### src/rtl/bingo_draw_ctrl.sv
// Bingo draw controller: keypad entry, range/duplicate checks, draw count.
// Optional DUP_CHECK_EN adds a drawn-number bitmap and dup_err.
module bingo_draw_ctrl #(
  parameter int MAX_NUM = 90
) (
  input  logic       clk,
  input  logic       rstn,
  input  logic       start_game,
  input  logic       new_game,
  input  logic       key_valid,
  input  logic [3:0] key_code,
  output logic       num_valid,
  output logic [6:0] number,
  output logic       range_err,
  output logic       dup_err,
  output logic [6:0] draw_count,
  output logic [2:0] state,
  output logic       game_over
);

  typedef enum logic [2:0] {
    IDLE   = 3'd0,
    D1     = 3'd1,
    D2     = 3'd2,
    COMMIT = 3'd3,
    DONE   = 3'd4
  } state_t;

  state_t     cur, nxt;
  logic [6:0] acc, acc_nxt;
  logic [6:0] acc_x10;
  logic [6:0] cnt_inc;
  logic       is_digit, is_clear, is_enter;
  logic       in_range, hit, accept;

  assign is_digit = key_valid && (key_code <= 4'd9);
  assign is_clear = key_valid && (key_code == 4'd10);
  assign is_enter = key_valid && (key_code == 4'd11);

  assign acc_x10  = (acc << 3) + (acc << 1);
  assign in_range = (acc != 7'd0) && (acc <= 7'(MAX_NUM));
  assign accept   = (cur == COMMIT) && in_range && !hit;
  assign cnt_inc  = draw_count + 7'd1;

  assign state     = cur;
  assign game_over = (cur == DONE);

  always_comb begin
    nxt     = cur;
    acc_nxt = acc;
    if (new_game) begin
      nxt     = IDLE;
      acc_nxt = 7'd0;
    end else begin
      case (cur)
        IDLE: begin
          acc_nxt = 7'd0;
          if (start_game) nxt = D1;
        end
        D1: begin
          unique case (1'b1)
            is_digit: begin
              acc_nxt = {3'b000, key_code};
              nxt     = D2;
            end
            is_clear: acc_nxt = 7'd0;
            default: ;
          endcase
        end
        D2: begin
          unique case (1'b1)
            is_digit: begin
              acc_nxt = acc_x10 + {3'b000, key_code};
              nxt     = COMMIT;
            end
            is_enter: nxt = COMMIT;
            is_clear: begin
              acc_nxt = 7'd0;
              nxt     = D1;
            end
            default: ;
          endcase
        end
        COMMIT: begin
          // keys arriving now are dropped; acc restarts for next entry
          acc_nxt = 7'd0;
          if (accept && (cnt_inc == 7'(MAX_NUM))) nxt = DONE;
          else nxt = D1;
        end
        DONE:    ;
        default: nxt = IDLE;
      endcase
    end
  end

  always_ff @(posedge clk) begin
    if (!rstn) begin
      cur        <= IDLE;
      acc        <= 7'd0;
      number     <= 7'd0;
      draw_count <= 7'd0;
      num_valid  <= 1'b0;
      range_err  <= 1'b0;
    end else begin
      cur       <= nxt;
      acc       <= acc_nxt;
      num_valid <= 1'b0;
      range_err <= 1'b0;
      if (new_game) begin
        number     <= 7'd0;
        draw_count <= 7'd0;
      end else if (cur == COMMIT) begin
        range_err <= !in_range;
        if (accept) begin
          num_valid  <= 1'b1;
          number     <= acc;
          draw_count <= cnt_inc;
        end
      end
    end
  end

`ifdef DUP_CHECK_EN
  logic [MAX_NUM-1:0] drawn;

  always_comb begin
    hit = 1'b0;
    for (int i = 0; i < MAX_NUM; i++)
      if (drawn[i] && (acc == 7'(i + 1))) hit = 1'b1;
  end

  always_ff @(posedge clk) begin
    if (!rstn) begin
      drawn   <= '0;
      dup_err <= 1'b0;
    end else begin
      dup_err <= 1'b0;
      if (new_game) begin
        drawn <= '0;
      end else if (cur == COMMIT) begin
        dup_err <= in_range && hit;
        if (accept)
          for (int i = 0; i < MAX_NUM; i++)
            if (acc == 7'(i + 1)) drawn[i] <= 1'b1;
      end
    end
  end
`else
  assign hit     = 1'b0;
  assign dup_err = 1'b0;
`endif

endmodule

### config.mk
export PLATFORM = sky130hd
export DESIGN_NAME = bingo_draw_ctrl
export DESIGN_NICKNAME = d
export VERILOG_FILES = /design/src/rtl/bingo_draw_ctrl.sv
export SDC_FILE = /design/constraint.sdc
export NUM_CORES = 1
export LEC_CHECK = 0
export ABC_AREA = 1
export BUFFER_PORTS_ARGS = -buffer_cell sky130_fd_sc_hd__buf_2
export CORE_AREA = 2 2 62 64
export DETAILED_ROUTE_END_ITERATION = 10
export DIE_AREA = 0 0 64 66
export PLACE_DENSITY = 0.67
export SLEW_MARGIN = 20
export SYNTH_ARGS = -nofsm -noshare
export SYNTH_HDL_FRONTEND = slang
export SYNTH_SLANG_ARGS = --single-unit
export TNS_END_PERCENT = 30
### constraint.sdc
create_clock -name clk -period 2 [get_ports clk]
set_input_delay 0 -clock clk [delete_from_list [all_inputs] [get_ports clk]]
set_output_delay 0 -clock clk [all_outputs]
set_load 0.02 [all_outputs]
==> metrics.md <==
| Metric | Value |
|---|---|
| Result of the run | completed |
| Clock network fraction of design power | between 30% and 40% |
| Wire per inst | 11.0 um |
| Power Total | slightly above 1 mW |
| Ant. Diodes | 0 |
| Max layer used | met4 |
| Compound-Gate Fraction of Synth Area | around 17% |
| Initial antenna violation count | 0 |
| Mux contribution to synthesized area | 0% |
| Hold Crit Class | in -> reg |
| Share of layout cells above drive strength 1 | 25.6% |
| Syn_nets | 233 |
| Switching share of power | between 20% and 30% |
| Main combinational cell family by area after synthesis | simple AND/OR/NAND/NOR gates |
| Drt first pass iters | 4 |
| CP cell instances | fa_1 > buf_6 > ha_4 > a21o_1 > a21oi_2 > or2_4 > nand3_2 > a21oi_2 |
| Asr flop ratio synth | 0% |
| Port Buffer Count | 28 |
| Layout Cells excl Fill | about 290 |
| HPWL reported at the end of detailed placement | between 2000 and 2500 um |
| Final Hold Fails | 0 |
| Dpl cells | approximately 290 |
| Final Cycle Share | between 90% and 100% |
| Synth Area in Simple Gates | 24.2% |
| GR Overflow Total | 0 |
| First-pass GRT wire length | between 5000 and 6000 um |
| Clk sinks | 26 |
| Vias/cell | ~4.9 |
| Max-slew violation count | 0 |
| Final net count | around 270 |
| Crit path arrival time | ~2.2 ns |
| Worst path max stage delay | around 0.56 ns |
| Startpoint type of the worst setup path | flip-flop |
| Global router's overall resource usage | between 15 and 20% |
| Sequential fraction of the synthesis area | approximately 34% |
| Vias in the first global route | about 1300 |
| P per Cell Area | between 500 and 600 nW/um^2 |
| Top-count cell post-synth | nand2_1 |
| # rows | 22 |
| Num ports | 30 |
| Seq pwr share | between 50% and 60% |
| Setup Skew | 0.00366 ns |
| Cell variety after synth | 32 |
| Critical-path maximum fanout | 2 |
| Setup violators final | 0 |
| Post-Synth XOR/XNOR Area | under 10% |
| RD Place Congestion | about 0.85 |
| Slowest cell on the critical path | fa_1 |
| WL met2 | ~1500 um |
| Internal power | about 0.8 mW |
| Die height | between 60 and 70 um |
| CTS buffer count | 3 |
| Post-synth EDFFs | 0 |
| CTS Hold Bufs | 0 |
| Max Freq | just over 500 MHz |
| Die ar. | between 4000 and 5000 sq um |
| Yosys Warn Count | 0 |
| Final ANT Viol Nets | 0 |
| P&R area growth vs syn | 21.2% |
| Drc violations | 0 |
| Synth area leaders | dfxtp_1 (34%), nand2_1 (9.1%), ha_1 (8.2%) |
| Via count | between 1000 and 1500 |
| Post-synth top cells | nand2_1 (37), dfxtp_1 (26), inv_1 (26) |
| CTS root buf | clkbuf_4 |
| RSZ-0062 raised after global routing | yes |
| Met3 WL | 108 um |
| Setup TNS | 0 ns |
| Syn_area_per_cell | around 7.2 sq um |
| Post-Synth Adder-Cell Area | approximately 11% |
| Synth Flop Type | dfxtp_1 |
| Initial Utilization | approximately 43% |
| Logic pwr share | a little over an eighth |
| Minimum clock period | 1.95 ns |
| Clock slew at reported path FFs | about 0.14 ns |
| Cell taking the most area after synthesis | dfxtp_1 |
| Die X | approximately 64 um |
| Post-Syn Area | around 1500 sq um |
| Final WL | ~3200 um |
| H-tree depth | 1 |
| Worst-Skew Late Latency | ~0.32 ns |
| Iter 0 DRT Violations | 94 |
| Max Buffers Root-to-Sink | 2 |
| WL met1 | ~1600 um |
| Yosys reg bits | 26 |
| Max-Cap Viols | 0 |
| Class of the most critical setup path | reg -> reg |
| Core ar. | 3550 sq um |
| Largest net degree at the start of global routing | 22 |
| Psw | between 0.2 and 0.25 mW |
| Crit-path most repeated cell | a21oi_2 |
| Required @ worst endpoint | around 2.3 ns |
| P_leak | 0.948 nW |
| CTS tree | yes |
| Mapped Cells | 212 |
| Worst vdd ir | about 0.26 mV |
| Post-synth top area share | between 30 and 40% |
| Critical Path End Type | flip-flop |
## layer usage
layer | up-vias | track usage, %
li1 | 759 | -
met1 | 630 | 21.3
met2 | 29 | 28.1
met3 | 9 | 3.07
met4 | 0 | 4.89
met5 | - | 0
## stage by stage
| step | instance area, sq um | util [%] | hold WS, ns | setup WS [ns] |
|---|---|---|---|---|
| after floorplan | 1520 | - | 0.228 | 0.0311 |
| final | 1840 | 51.9 | 0.0861 | 0.0522 |
| after global routing | 1840 | 51.9 | 0.107 | -0.0251 |
| after detailed placement | 1730 | 48.7 | 0.416 | 0.00252 |
| after CTS | 1790 | 50.5 | 0.0817 | 0.0165 |
| after global placement | 1730 | 48.7 | 0.416 | 0.0416 |
## worst max-delay path: cells and delay by family (launching register included)
family | cells | cell delay [ns]
AOI/OAI and AO/OA | 3 | 0.49
DFF | 1 | 0.35
and+or+nand+nor | 2 | 0.20
adders and majority gates | 2 | 0.74
buffers and inverters | 1 | 0.11
## worst paths after layout
check             startpoint       end  slack, ns  cells after the start
setup / recovery      acc[0]    acc[5]       0.05                      8
hold / removal     key_valid  state[1]       0.09                      4
setup reg to reg      acc[0]    acc[5]       0.05                      8
hold reg to reg       acc[6]    acc[6]       0.48                      2
## area by class of cell
cell class	instances	area, sq um
Sequential cell	26	523
Timing Repair Buffer	35	196
Multi-Input combinational cell	149	888
Fill cell	351	1710
Clock buffer	3	22.5
Tap cell	48	60.1
Inverter	32	123
Clock inverter	1	30.0
## power groups by stage
| stage | clock network, mW | registers, mW | logic, mW |
|---|---|---|---|
| after global routing | 0.396 | 0.531 | 0.155 |
| after floorplan | 0 | 0.545 | 0.0819 |
| after global placement | 0 | 0.541 | 0.122 |
| final | 0.363 | 0.530 | 0.135 |
| after CTS | 0.371 | 0.529 | 0.126 |
| after detailed placement | 0 | 0.541 | 0.122 |
## layout by cell type, fill, tap and decap left out, types with 5 or more instances in the layout
| master | instances |
|---|---|
| buf_2 | 28 |
| ha_1 | 7 |
| nand2_1 | 37 |
| buf_4 | 6 |
| o21ai_0 | 5 |
| a21oi_1 | 21 |
| dfxtp_1 | 24 |
| nand3_1 | 10 |
| nor2_1 | 23 |
| inv_1 | 26 |
| o21ai_1 | 10 |
## registers in the layout, indices dropped and copies added, names as in the netlist
register	cells
draw_count	7
acc	7
range_err	1
number	7
state	3
num_valid	1
## timing repair
action,4_1_cts,5_1_grt
setup endpoints to repair,1,2
buffers inserted,1,0
pin swaps,1,12
resized for setup,1,12
hold endpoints to repair,0,0
## cells by family (layout without fill, tap and decap cells)
kind of cell             count (synthesis)  count (layout)
flip-flops                              26              26
AO/OA/AOI/OAI                           47              47
adder cells (fa/ha/maj)                 12              12
XOR/XNOR                                 5               5
AND/OR/NAND/NOR                         84              84
buffers and inverters                   37              71
other                                    1               1
Power figures use the tool's default switching activity.
